### src/rtl/lsu_ctrl_if.sv
// lsu_ctrl_if: request/response handshake and word-wide dmem bus of the load/store controller
interface lsu_ctrl_if;
    logic        req_valid;
    logic        req_ready;
    logic        req_we;
    logic [1:0]  req_size;
    logic        req_signed;
    logic [31:0] req_addr;
    logic [31:0] req_wdata;
    logic        resp_valid;
    logic [31:0] resp_rdata;
    logic        resp_err;
    logic        mem_we;
    logic [31:0] mem_a;
    logic [31:0] mem_wd;
    logic [31:0] mem_rd;
    modport slave (
        input  req_valid, req_we, req_size, req_signed, req_addr, req_wdata, mem_rd,
        output req_ready, resp_valid, resp_rdata, resp_err, mem_we, mem_a, mem_wd
    );
    modport master (
        output req_valid, req_we, req_size, req_signed, req_addr, req_wdata, mem_rd,
        input  req_ready, resp_valid, resp_rdata, resp_err, mem_we, mem_a, mem_wd
    );
endinterface

### src/rtl/lsu_ctrl.sv
// lsu_ctrl: byte/half/word load-store controller with read-modify-write sub-word stores.
// Define MISALIGN_TRAP_EN to report misaligned accesses as errors instead of aligning them down.
module lsu_ctrl #(
    parameter int DEPTH_WORDS = 64
) (
    input logic       clk,
    input logic       reset,
    lsu_ctrl_if.slave bus
);
    typedef enum logic [1:0] {IDLE, RD, WR, RESP} state_t;
    state_t state, state_nx;
    logic        we_q, sgn_q, err_q;
    logic [1:0]  size_q;
    logic [31:0] addr_q, wdata_q, word_q;
    logic        acc, oor, bad;
    logic [31:0] a_al;
    logic [4:0]  sh;
    logic [31:0] mask, merged, ext;
    logic [15:0] lane;
    assign acc = bus.req_valid & (state == IDLE);
    assign oor = bus.req_addr[31:2] >= 30'(DEPTH_WORDS);
`ifdef MISALIGN_TRAP_EN
    logic mis;
    assign mis  = (bus.req_size == 2'd1 & bus.req_addr[0]) | (bus.req_size == 2'd2 & |bus.req_addr[1:0]);
    assign bad  = (bus.req_size == 2'd3) | oor | mis;
    assign a_al = bus.req_addr;
`else
    assign bad  = (bus.req_size == 2'd3) | oor;
    assign a_al = {bus.req_addr[31:2], bus.req_size == 2'd2 ? 2'b00
                  : {bus.req_addr[1], bus.req_size == 2'd1 ? 1'b0 : bus.req_addr[0]}};
`endif
    always_ff @(posedge clk or posedge reset)
        if (reset) state <= IDLE;
        else       state <= state_nx;
    always_comb begin
        state_nx = state;
        case (state)
            IDLE:    state_nx = !acc ? IDLE : bad ? RESP
                              : (bus.req_we && bus.req_size == 2'd2) ? WR : RD;
            RD:      state_nx = we_q ? WR : RESP;
            WR:      state_nx = RESP;
            default: state_nx = IDLE;
        endcase
    end
    // Request fields are frozen at acceptance; word_q holds the dmem word read in RD.
    always_ff @(posedge clk or posedge reset)
        if (reset) begin
            we_q    <= 1'b0;
            sgn_q   <= 1'b0;
            err_q   <= 1'b0;
            size_q  <= 2'd0;
            addr_q  <= '0;
            wdata_q <= '0;
            word_q  <= '0;
        end else begin
            if (acc) begin
                we_q    <= bus.req_we;
                sgn_q   <= bus.req_signed;
                err_q   <= bad;
                size_q  <= bus.req_size;
                addr_q  <= a_al;
                wdata_q <= bus.req_wdata;
            end
            if (state == RD) word_q <= bus.mem_rd;
        end
    always_comb begin
        sh     = size_q == 2'd0 ? {addr_q[1:0], 3'b000} : {addr_q[1], 4'b0000};
        mask   = (size_q == 2'd0 ? 32'h0000_00FF : 32'h0000_FFFF) << sh;
        merged = size_q == 2'd2 ? wdata_q : (word_q & ~mask) | ((wdata_q << sh) & mask);
        lane   = 16'(word_q >> sh);
        ext    = size_q == 2'd0 ? {{24{sgn_q & lane[7]}}, lane[7:0]}
               : size_q == 2'd1 ? {{16{sgn_q & lane[15]}}, lane}
               : word_q;
        bus.req_ready  = state == IDLE;
        bus.resp_valid = state == RESP;
        bus.resp_err   = state == RESP & err_q;
        bus.resp_rdata = (state == RESP & !we_q & !err_q) ? ext : '0;
        bus.mem_we     = state == WR;
        bus.mem_a      = (state == RD || state == WR) ? {addr_q[31:2], 2'b00} : '0;
        bus.mem_wd     = state == WR ? merged : '0;
    end
endmodule

### src/flat_wrapper.sv
// flat-port wrapper written by rule: the top's interface ports become plain ports
module lsu_ctrl_flat 
#(
    parameter int DEPTH_WORDS = 64
)
  (clk, reset, bus_req_valid, bus_req_we, bus_req_size, bus_req_signed, bus_req_addr, bus_req_wdata, bus_mem_rd, bus_req_ready, bus_resp_valid, bus_resp_rdata, bus_resp_err, bus_mem_we, bus_mem_a, bus_mem_wd);
  lsu_ctrl_if bus_i ();
  input logic clk;
  input logic reset;
  input wire logic [$bits(bus_i.req_valid)-1:0] bus_req_valid;
  input wire logic [$bits(bus_i.req_we)-1:0] bus_req_we;
  input wire logic [$bits(bus_i.req_size)-1:0] bus_req_size;
  input wire logic [$bits(bus_i.req_signed)-1:0] bus_req_signed;
  input wire logic [$bits(bus_i.req_addr)-1:0] bus_req_addr;
  input wire logic [$bits(bus_i.req_wdata)-1:0] bus_req_wdata;
  input wire logic [$bits(bus_i.mem_rd)-1:0] bus_mem_rd;
  output wire logic [$bits(bus_i.req_ready)-1:0] bus_req_ready;
  output wire logic [$bits(bus_i.resp_valid)-1:0] bus_resp_valid;
  output wire logic [$bits(bus_i.resp_rdata)-1:0] bus_resp_rdata;
  output wire logic [$bits(bus_i.resp_err)-1:0] bus_resp_err;
  output wire logic [$bits(bus_i.mem_we)-1:0] bus_mem_we;
  output wire logic [$bits(bus_i.mem_a)-1:0] bus_mem_a;
  output wire logic [$bits(bus_i.mem_wd)-1:0] bus_mem_wd;
  assign bus_i.req_valid = bus_req_valid;
  assign bus_i.req_we = bus_req_we;
  assign bus_i.req_size = bus_req_size;
  assign bus_i.req_signed = bus_req_signed;
  assign bus_i.req_addr = bus_req_addr;
  assign bus_i.req_wdata = bus_req_wdata;
  assign bus_i.mem_rd = bus_mem_rd;
  assign bus_req_ready = bus_i.req_ready;
  assign bus_resp_valid = bus_i.resp_valid;
  assign bus_resp_rdata = bus_i.resp_rdata;
  assign bus_resp_err = bus_i.resp_err;
  assign bus_mem_we = bus_i.mem_we;
  assign bus_mem_a = bus_i.mem_a;
  assign bus_mem_wd = bus_i.mem_wd;
  lsu_ctrl #(.DEPTH_WORDS(DEPTH_WORDS)) u_core (.clk(clk), .reset(reset), .bus(bus_i));
endmodule
### config.mk
export PLATFORM = sky130hd
export DESIGN_NAME = lsu_ctrl_flat
export DESIGN_NICKNAME = d
export VERILOG_FILES = /design/src/rtl/lsu_ctrl_if.sv /design/src/rtl/lsu_ctrl.sv /design/src/flat_wrapper.sv
export SDC_FILE = /design/constraint.sdc
export NUM_CORES = 1
export LEC_CHECK = 0
export ABC_AREA = 1
export CAP_MARGIN = 20
export CORE_ASPECT_RATIO = 1.1
export CORE_UTILIZATION = 33
export CTS_BUF_LIST = sky130_fd_sc_hd__clkbuf_4
export DETAILED_ROUTE_END_ITERATION = 10
export GPL_ROUTABILITY_DRIVEN = 0
export PLACE_DENSITY_LB_ADDON = 0.2
export SETUP_SLACK_MARGIN = 0.2
export SLEW_MARGIN = 20
export SYNTH_ARGS = -nofsm -noshare
export SYNTH_HDL_FRONTEND = slang
export SYNTH_SLANG_ARGS = --single-unit
### constraint.sdc
create_clock -name clk -period 10.1 [get_ports clk]
set_input_delay 2.02 -clock clk [delete_from_list [all_inputs] [get_ports clk]]
set_output_delay 2.02 -clock clk [all_outputs]
set_load 0.005 [all_outputs]
==> impl_metrics.xml, run 1 <==
<?xml version="1.0" encoding="UTF-8"?>
<metrics>
  <group name="timing">
    <metric name="rsz0062_at_grt" unit="">false</metric>
    <metric name="timing.final.ws_setup" unit="ps">4682</metric>
    <metric name="hold_slack" unit="ps">494.8</metric>
    <metric name="final_tns_setup" unit="ps">0</metric>
    <metric name="layout_min_cycle_time" unit="ps">5418</metric>
    <metric name="slew_headroom" unit="%">31.59</metric>
    <metric name="setup_failing_eps_final" unit="">0</metric>
    <metric name="maximum_clock_rate" unit="MHz">184.6</metric>
    <metric name="worst_slew_pin_slew" unit="ps">1026</metric>
    <metric name="fin_crit_sh" unit="%">53.64</metric>
    <metric name="finalMaxSlewViolations" unit="">0</metric>
    <metric name="finalClockSkew" unit="ps">19.10</metric>
    <metric name="finalHoldViolCount" unit="">0</metric>
  </group>
  <group name="layout">
    <metric name="flow.area_growth_from_synthesis" unit="%">38.85</metric>
    <metric name="highest_count_cells_in_the_layout_ignoring_fill_and_taps" unit="">sky130_fd_sc_hd__nand2_1, sky130_fd_sc_hd__clkdlybuf4s50_1, sky130_fd_sc_hd__o21ai_0</metric>
    <metric name="share_of_final_layout_standard_cells_stronger_than_drive_strength_1" unit="%">3.682</metric>
    <metric name="fillerInstances" unit="">1763</metric>
    <metric name="finalNetCount" unit="">1107</metric>
    <metric name="fin_cells" unit="">1240</metric>
    <metric name="most_common_cell_after_layout_fill_and_taps_aside" unit="">sky130_fd_sc_hd__nand2_1</metric>
  </group>
  <group name="die">
    <metric name="starting_utilization_of_the_core_area" unit="%">33.81</metric>
    <metric name="die-width" unit="um">128.1</metric>
    <metric name="die_h" unit="um">140.7</metric>
    <metric name="io_pins" unit="">203</metric>
    <metric name="num_rows" unit="">50</metric>
    <metric name="core_area" unit="um^2">17080</metric>
    <metric name="die-area" unit="um^2">18030</metric>
  </group>
  <group name="place">
    <metric name="placement.io_buffers" unit="">200</metric>
    <metric name="dp.final_hpwl" unit="mm">14.23</metric>
    <metric name="pre_cts_setup_slack" unit="ps">5287</metric>
    <metric name="dp.cells" unit="">1223</metric>
  </group>
  <group name="clocking">
    <metric name="root_buffer" unit="">sky130_fd_sc_hd__clkbuf_4</metric>
    <metric name="worstSkewPairLatency" unit="ps">490</metric>
    <metric name="htree_num_levels" unit="">3</metric>
    <metric name="cts_tree" unit="">yes</metric>
    <metric name="clock_tree.buffer_depth" unit="">2</metric>
    <metric name="postCtsHoldBufs" unit="">0</metric>
    <metric name="cts.repair_timing.setup_buffer_count" unit="">0</metric>
    <metric name="path_clk_slew" unit="ps">160</metric>
    <metric name="clock_sinks" unit="">103</metric>
    <metric name="cts-buffers-inserted" unit="">9</metric>
    <metric name="cts_resized" unit="">0</metric>
  </group>
  <group name="synth">
    <metric name="ys_seq_area_share" unit="%">44.64</metric>
    <metric name="synth_largest_area_cell" unit="">sky130_fd_sc_hd__dfrtp_1</metric>
    <metric name="yosys.cell_types.count" unit="">32</metric>
    <metric name="synth.yosys.warnings" unit="">0</metric>
    <metric name="syn-instance-count" unit="">829</metric>
    <metric name="synthTopCellsByArea" unit="">sky130_fd_sc_hd__dfrtp_1, sky130_fd_sc_hd__nand2_1, sky130_fd_sc_hd__o21ai_0, sky130_fd_sc_hd__inv_1, sky130_fd_sc_hd__a21oi_1</metric>
    <metric name="post_synth_instance_area" unit="um^2">5774</metric>
    <metric name="post-synth-top-area-fraction" unit="%">44.64</metric>
    <metric name="synth_seq_cells" unit="">103</metric>
    <metric name="syn-mean-instance-area" unit="um^2">6.965</metric>
  </group>
  <group name="min_path">
    <metric name="hold-path-cell-count" unit="">2</metric>
    <metric name="hp-class" unit="">flip-flop to flip-flop</metric>
  </group>
  <group name="flow_run">
    <metric name="drv_cap" unit="">0</metric>
  </group>
  <group name="detailed_routing">
    <metric name="route.detailed.vias_per_inst" unit="">4.719</metric>
    <metric name="drt_drc" unit="">0</metric>
    <metric name="drt_iter0_markers" unit="">472</metric>
    <metric name="1st_pass_router_iterations" unit="">5</metric>
    <metric name="total_vias_in_the_final_route" unit="">5851</metric>
    <metric name="detail_route.wirelength" unit="mm">19.64</metric>
    <metric name="drt.antenna.violating_nets" unit="">0</metric>
    <metric name="routedWlPerCell" unit="um">15.84</metric>
  </group>
  <group name="setup_path">
    <metric name="critical_path.endpoint_type" unit="">output port</metric>
    <metric name="worst_r2r_path_depth" unit="">8</metric>
    <metric name="critical_path.reg2reg.endpoint" unit="">u_core.state[1]</metric>
    <metric name="worstSetupStartpointType" unit="">flip-flop</metric>
    <metric name="start_of_the_worst_register_to_register_path" unit="">u_core.state[0]</metric>
    <metric name="arrival" unit="ps">3400</metric>
    <metric name="capturing_element_of_the_worst_setup_path" unit="">bus_mem_wd[7]</metric>
    <metric name="critical_path_peak_fanout" unit="">49</metric>
    <metric name="worstSetupPathType" unit="">flip-flop to output port</metric>
    <metric name="rrSetupSlack" unit="ps">7890</metric>
    <metric name="crit_start" unit="">u_core.size_q[1]</metric>
    <metric name="worst-endpoint-required" unit="ps">8080</metric>
  </group>
  <group name="power_and_ir_drop">
    <metric name="p_comb_share" unit="%">56.9</metric>
    <metric name="p_switching" unit="mW">1.096</metric>
    <metric name="register_share_of_total_power" unit="%">34.4</metric>
    <metric name="vdd.ir_drop.worst" unit="mV">0.1319</metric>
    <metric name="swShare" unit="%">46.71</metric>
    <metric name="pwr_density_cell" unit="nW/um^2">292.7</metric>
    <metric name="total_leakage_power" unit="nW">3.888</metric>
    <metric name="share_clk_of_total_power" unit="%">8.7</metric>
    <metric name="internal_power" unit="mW">1.251</metric>
  </group>
  <group name="global_route">
    <metric name="grtUsageTotal" unit="%">22.23</metric>
    <metric name="global_route_wire_length_before_repair" unit="mm">30.49</metric>
    <metric name="pin_count_of_the_biggest_net_entering_global_routing" unit="">78</metric>
    <metric name="grt_antenna_before_repair" unit="">1</metric>
    <metric name="vias_in_the_first_global_route" unit="">5465</metric>
    <metric name="globalRouteOverflowTotal" unit="">0</metric>
  </group>
  <group name="status">
    <metric name="status" unit="">finished clean</metric>
  </group>
</metrics>
==> cell families (layout without fill, tap and decap cells) <==
| family | after synthesis | count (layout) | share of synthesized area [%] |
|---|---|---|---|
| flip-flops | 103 | 103 | 44.64 |
| AND/OR/NAND/NOR | 390 | 390 | 27.00 |
| adder cells (fa/ha/maj) | 4 | 4 | 0.8668 |
| other | 1 | 3 | 0.06494 |
| AO/OA/AOI/OAI | 187 | 187 | 17.16 |
| buffers and inverters | 144 | 319 | 10.27 |
==> synth_stat cells, drive strengths merged <==
library cell  count
nor2             51
conb              1
o211ai           16
clkinv            2
nand2           317
o22ai             6
nand4             3
a21oi            42
nor3              4
clkbuf           29
buf              17
a31oi             1
dfrtp           103
nand3            15
o21ai           121
a211oi            1
inv              96
ha                4
==> through the flow <==
stage	power, mW	utilization, %	cell area [um^2]
4_1_cts	2.360	46.88	8006
3_5_place_dp	2.149	46.20	7890
2_1_floorplan	1.510	-	5778
5_1_grt	2.560	46.95	8018
3_3_place_gp	2.140	46.20	7890
6_report	2.347	46.95	8018
==> flip-flops by register name, indices dropped and copies added (netlist names) <==
register,flops
u_core.we_q,1
u_core.word_q,32
u_core.addr_q,32
u_core.err_q,1
u_core.size_q,2
u_core.sgn_q,1
u_core.state,2
u_core.wdata_q,32
==> metal layers <==
layer | track usage, % | wire length [um]
met4 | 8.050 | 458
met2 | 34.30 | 8865
met3 | 4.820 | 1407
met1 | 30.56 | 8904
met5 | 0 | 0
==> cell type report <==
| class | count | area, um^2 | area share (%) |
|---|---|---|---|
| clock buffer | 11 | 82.58 | 1.030 |
| sequential | 103 | 2577 | 32.15 |
| multi-input combinational | 583 | 2615 | 32.62 |
| clock inverter | 5 | 33.78 | 0.4213 |
| tap | 234 | 292.8 | 3.652 |
| inverter | 98 | 370.4 | 4.619 |
| antenna | 1 | 2.502 | 0.03121 |
| timing repair buffer | 205 | 2043 | 25.48 |
==> power by group through the flow <==
stage	clock network (mW)	registers, mW	logic (mW)
after floorplan	0	0.718	0.792
after global placement	0	0.810	1.33
after detailed placement	0	0.809	1.34
after CTS	0.211	0.803	1.35
after global routing	0.227	0.828	1.50
final	0.204	0.808	1.34
==> worst min-delay path by stage <==
stage / slack (ps) / from / end
floorplan: 440 / u_core.wdata_q[24] / u_core.wdata_q[24]
finish: 490 / u_core.wdata_q[26] / u_core.wdata_q[26]
global placement: 460 / u_core.wdata_q[26] / u_core.wdata_q[26]
detailed placement: 460 / u_core.wdata_q[26] / u_core.wdata_q[26]
global route: 530 / u_core.wdata_q[26] / u_core.wdata_q[26]
CTS: 500 / u_core.wdata_q[26] / u_core.wdata_q[26]
==> worst max-delay path, cell delays in order (launching register included) <==
cell and delay (ps):
sky130_fd_sc_hd__dfrtp_1 510, sky130_fd_sc_hd__inv_1 690, sky130_fd_sc_hd__nor2_1 80, sky130_fd_sc_hd__inv_1 80
sky130_fd_sc_hd__buf_4 380, sky130_fd_sc_hd__nand2_2 280, sky130_fd_sc_hd__a21oi_1 320, sky130_fd_sc_hd__clkdlybuf4s50_1 560
No activity file was read; power rests on OpenSTA's default activity.
==> run 2, diff against run 1 <==
Clock period 10.1 ns to 5.12 ns, I/O delays scaled along.
==> run 2 against run 1 <==
  * Sequential power is 97% higher
  * Global-route usage down 0.28 points
  * Combinational power grew 98%
  * Final cell count grew 0.16%
  * Via count shrank 0.36%
  * Wire length decreased by 1.6%
  * Highest routed layer unchanged
  * Non-clock buffer count rose by 2
  * Largest power group unchanged
  * Design area up 0.41%
==> impl_metrics.xml, run 2 (synthesis results as in run 1) <==
<?xml version="1.0" encoding="UTF-8"?>
<metrics>
  <group name="layout">
    <metric name="highest_count_cells_in_the_layout_ignoring_fill_and_taps" unit="">sky130_fd_sc_hd__nand2_1, sky130_fd_sc_hd__clkdlybuf4s50_1, sky130_fd_sc_hd__o21ai_0</metric>
    <metric name="flow.area_growth_from_synthesis" unit="%">39.41</metric>
    <metric name="share_of_final_layout_standard_cells_stronger_than_drive_strength_1" unit="%">3.575</metric>
    <metric name="fillerInstances" unit="">1763</metric>
    <metric name="largest_registers" unit="">u_core.addr_q: 32 flops, u_core.wdata_q: 32 flops, u_core.word_q: 32 flops</metric>
    <metric name="most_common_cell_after_layout_fill_and_taps_aside" unit="">sky130_fd_sc_hd__nand2_1</metric>
    <metric name="multiInputGateArea" unit="um^2">2613</metric>
    <metric name="layout.area.seq" unit="um^2">2577</metric>
    <metric name="finalNetCount" unit="">1109</metric>
  </group>
  <group name="timing">
    <metric name="final_tns_setup" unit="ps">0</metric>
    <metric name="finalHoldViolCount" unit="">0</metric>
    <metric name="hold_slack" unit="ps">491.4</metric>
    <metric name="finalClockSkew" unit="ps">31.98</metric>
    <metric name="fin_crit_sh" unit="%">83.18</metric>
    <metric name="maximum_clock_rate" unit="MHz">234.8</metric>
    <metric name="timing.final.ws_setup" unit="ps">861.1</metric>
    <metric name="finalMaxSlewViolations" unit="">0</metric>
    <metric name="worst_slew_pin_slew" unit="ps">1021</metric>
    <metric name="slew_headroom" unit="%">31.94</metric>
    <metric name="layout_min_cycle_time" unit="ps">4259</metric>
    <metric name="setup_failing_eps_final" unit="">0</metric>
    <metric name="rsz0062_at_grt" unit="">false</metric>
  </group>
  <group name="place">
    <metric name="pre_cts_setup_slack" unit="ps">1438</metric>
    <metric name="dp.final_hpwl" unit="mm">14.45</metric>
    <metric name="placement.io_buffers" unit="">200</metric>
  </group>
  <group name="die">
    <metric name="core_area" unit="um^2">17080</metric>
    <metric name="die-width" unit="um">128.1</metric>
    <metric name="die-area" unit="um^2">18030</metric>
    <metric name="num_rows" unit="">50</metric>
    <metric name="io_pins" unit="">203</metric>
    <metric name="die_h" unit="um">140.7</metric>
    <metric name="starting_utilization_of_the_core_area" unit="%">33.81</metric>
  </group>
  <group name="setup_path">
    <metric name="arrival" unit="ps">3230</metric>
    <metric name="capturing_element_of_the_worst_setup_path" unit="">bus_mem_wd[13]</metric>
    <metric name="critical_path.endpoint_type" unit="">output port</metric>
    <metric name="worst_r2r_path_depth" unit="">6</metric>
    <metric name="worst-endpoint-required" unit="ps">4100</metric>
    <metric name="worstSetupStartpointType" unit="">flip-flop</metric>
    <metric name="critical_path_peak_fanout" unit="">31</metric>
    <metric name="crit_start" unit="">u_core.size_q[1]</metric>
    <metric name="worstSetupPathType" unit="">flip-flop to output port</metric>
    <metric name="start_of_the_worst_register_to_register_path" unit="">u_core.state[0]</metric>
    <metric name="critical_path.reg2reg.endpoint" unit="">u_core.state[0]</metric>
    <metric name="rrSetupSlack" unit="ps">3020</metric>
  </group>
  <group name="power_and_ir_drop">
    <metric name="total_leakage_power" unit="nW">3.906</metric>
    <metric name="pwr_density_cell" unit="nW/um^2">580.9</metric>
    <metric name="vdd.ir_drop.worst" unit="mV">0.2392</metric>
  </group>
  <group name="clocking">
    <metric name="htree_num_levels" unit="">3</metric>
    <metric name="path_clk_slew" unit="ps">160</metric>
    <metric name="cts_tree" unit="">yes</metric>
    <metric name="clock_tree.buffer_depth" unit="">2</metric>
    <metric name="cts-buffers-inserted" unit="">9</metric>
    <metric name="cts.repair_timing.setup_buffer_count" unit="">0</metric>
    <metric name="cts_resized" unit="">0</metric>
    <metric name="postCtsHoldBufs" unit="">0</metric>
    <metric name="worstSkewPairLatency" unit="ps">490</metric>
    <metric name="root_buffer" unit="">sky130_fd_sc_hd__clkbuf_4</metric>
    <metric name="clock_sinks" unit="">103</metric>
  </group>
  <group name="flow_run">
    <metric name="drv_cap" unit="">0</metric>
  </group>
  <group name="detailed_routing">
    <metric name="routedWlPerCell" unit="um">15.56</metric>
    <metric name="route.detailed.vias_per_inst" unit="">4.694</metric>
    <metric name="drt.antenna.violating_nets" unit="">0</metric>
    <metric name="drt_drc" unit="">0</metric>
    <metric name="drt_iter0_markers" unit="">391</metric>
    <metric name="detail_route.wirelength" unit="mm">19.32</metric>
    <metric name="1st_pass_router_iterations" unit="">4</metric>
    <metric name="total_vias_in_the_final_route" unit="">5830</metric>
  </group>
  <group name="min_path">
    <metric name="hp-class" unit="">flip-flop to flip-flop</metric>
  </group>
  <group name="global_route">
    <metric name="pin_count_of_the_biggest_net_entering_global_routing" unit="">72</metric>
    <metric name="global_route_wire_length_before_repair" unit="mm">29.99</metric>
    <metric name="grtUsageTotal" unit="%">21.95</metric>
    <metric name="vias_in_the_first_global_route" unit="">5408</metric>
    <metric name="globalRouteOverflowTotal" unit="">0</metric>
    <metric name="grt_antenna_before_repair" unit="">1</metric>
  </group>
  <group name="status">
    <metric name="status" unit="">finished clean</metric>
  </group>
</metrics>
[run 2: where the power goes]
group	internal [mW]	total, mW	switching [mW]
Combinational	1.16	2.65	1.49
Clock	0.149	0.441	0.291
Sequential	1.20	1.59	0.382
[run 2: how the worst min path moves through the flow]
| stage | startpoint | endpoint | cells past startpoint |
|---|---|---|---|
| after floorplan | u_core.wdata_q[24] | u_core.wdata_q[24] | 2 |
| after global placement | u_core.wdata_q[31] | u_core.wdata_q[31] | 2 |
| after detailed placement | u_core.wdata_q[31] | u_core.wdata_q[31] | 2 |
| after CTS | u_core.wdata_q[31] | u_core.wdata_q[31] | 2 |
| after global routing | u_core.addr_q[17] | u_core.addr_q[17] | 2 |
| final | u_core.wdata_q[31] | u_core.wdata_q[31] | 2 |
[run 2: per-stage QoR]
step | area, um^2 | utilization, % | power [mW] | cells
finish | 8050 | 47.14 | 4.676 | 1242
global route | 8050 | 47.14 | 5.096 | 1242
CTS | 8044 | 47.10 | 4.702 | 1241
detailed placement | 7905 | 46.29 | 4.246 | 1225
global placement | 7905 | 46.29 | 4.243 | 1225
floorplan | 5778 | - | 2.978 | 830
[run 2: cell type report]
type | count | area share (%)
Antenna cell | 1 | 0.03108
Clock buffer | 9 | 0.8393
Clock inverter | 7 | 0.8859
Inverter | 98 | 4.616
Multi-Input combinational cell | 583 | 32.45
Sequential cell | 103 | 32.02
Tap cell | 234 | 3.637
Timing Repair Buffer | 207 | 25.52
[run 2: worst max-delay path, stage by stage (launching register included)]
cell	delay (ps)
sky130_fd_sc_hd__dfrtp_1	500
sky130_fd_sc_hd__inv_1	80
sky130_fd_sc_hd__buf_4	290
sky130_fd_sc_hd__nor2_1	80
sky130_fd_sc_hd__inv_1	560
sky130_fd_sc_hd__buf_4	370
sky130_fd_sc_hd__o21ai_0	110
sky130_fd_sc_hd__a21oi_1	190
sky130_fd_sc_hd__clkdlybuf4s50_1	560
[run 2: metal layers]
layer	wire length (um)	up-vias	track usage [%]
li1	-	2954	-
met1	8599	2625	29.31
met2	8651	220	34.35
met3	1528	31	4.706
met4	543	0	9.226
met5	0	-	0
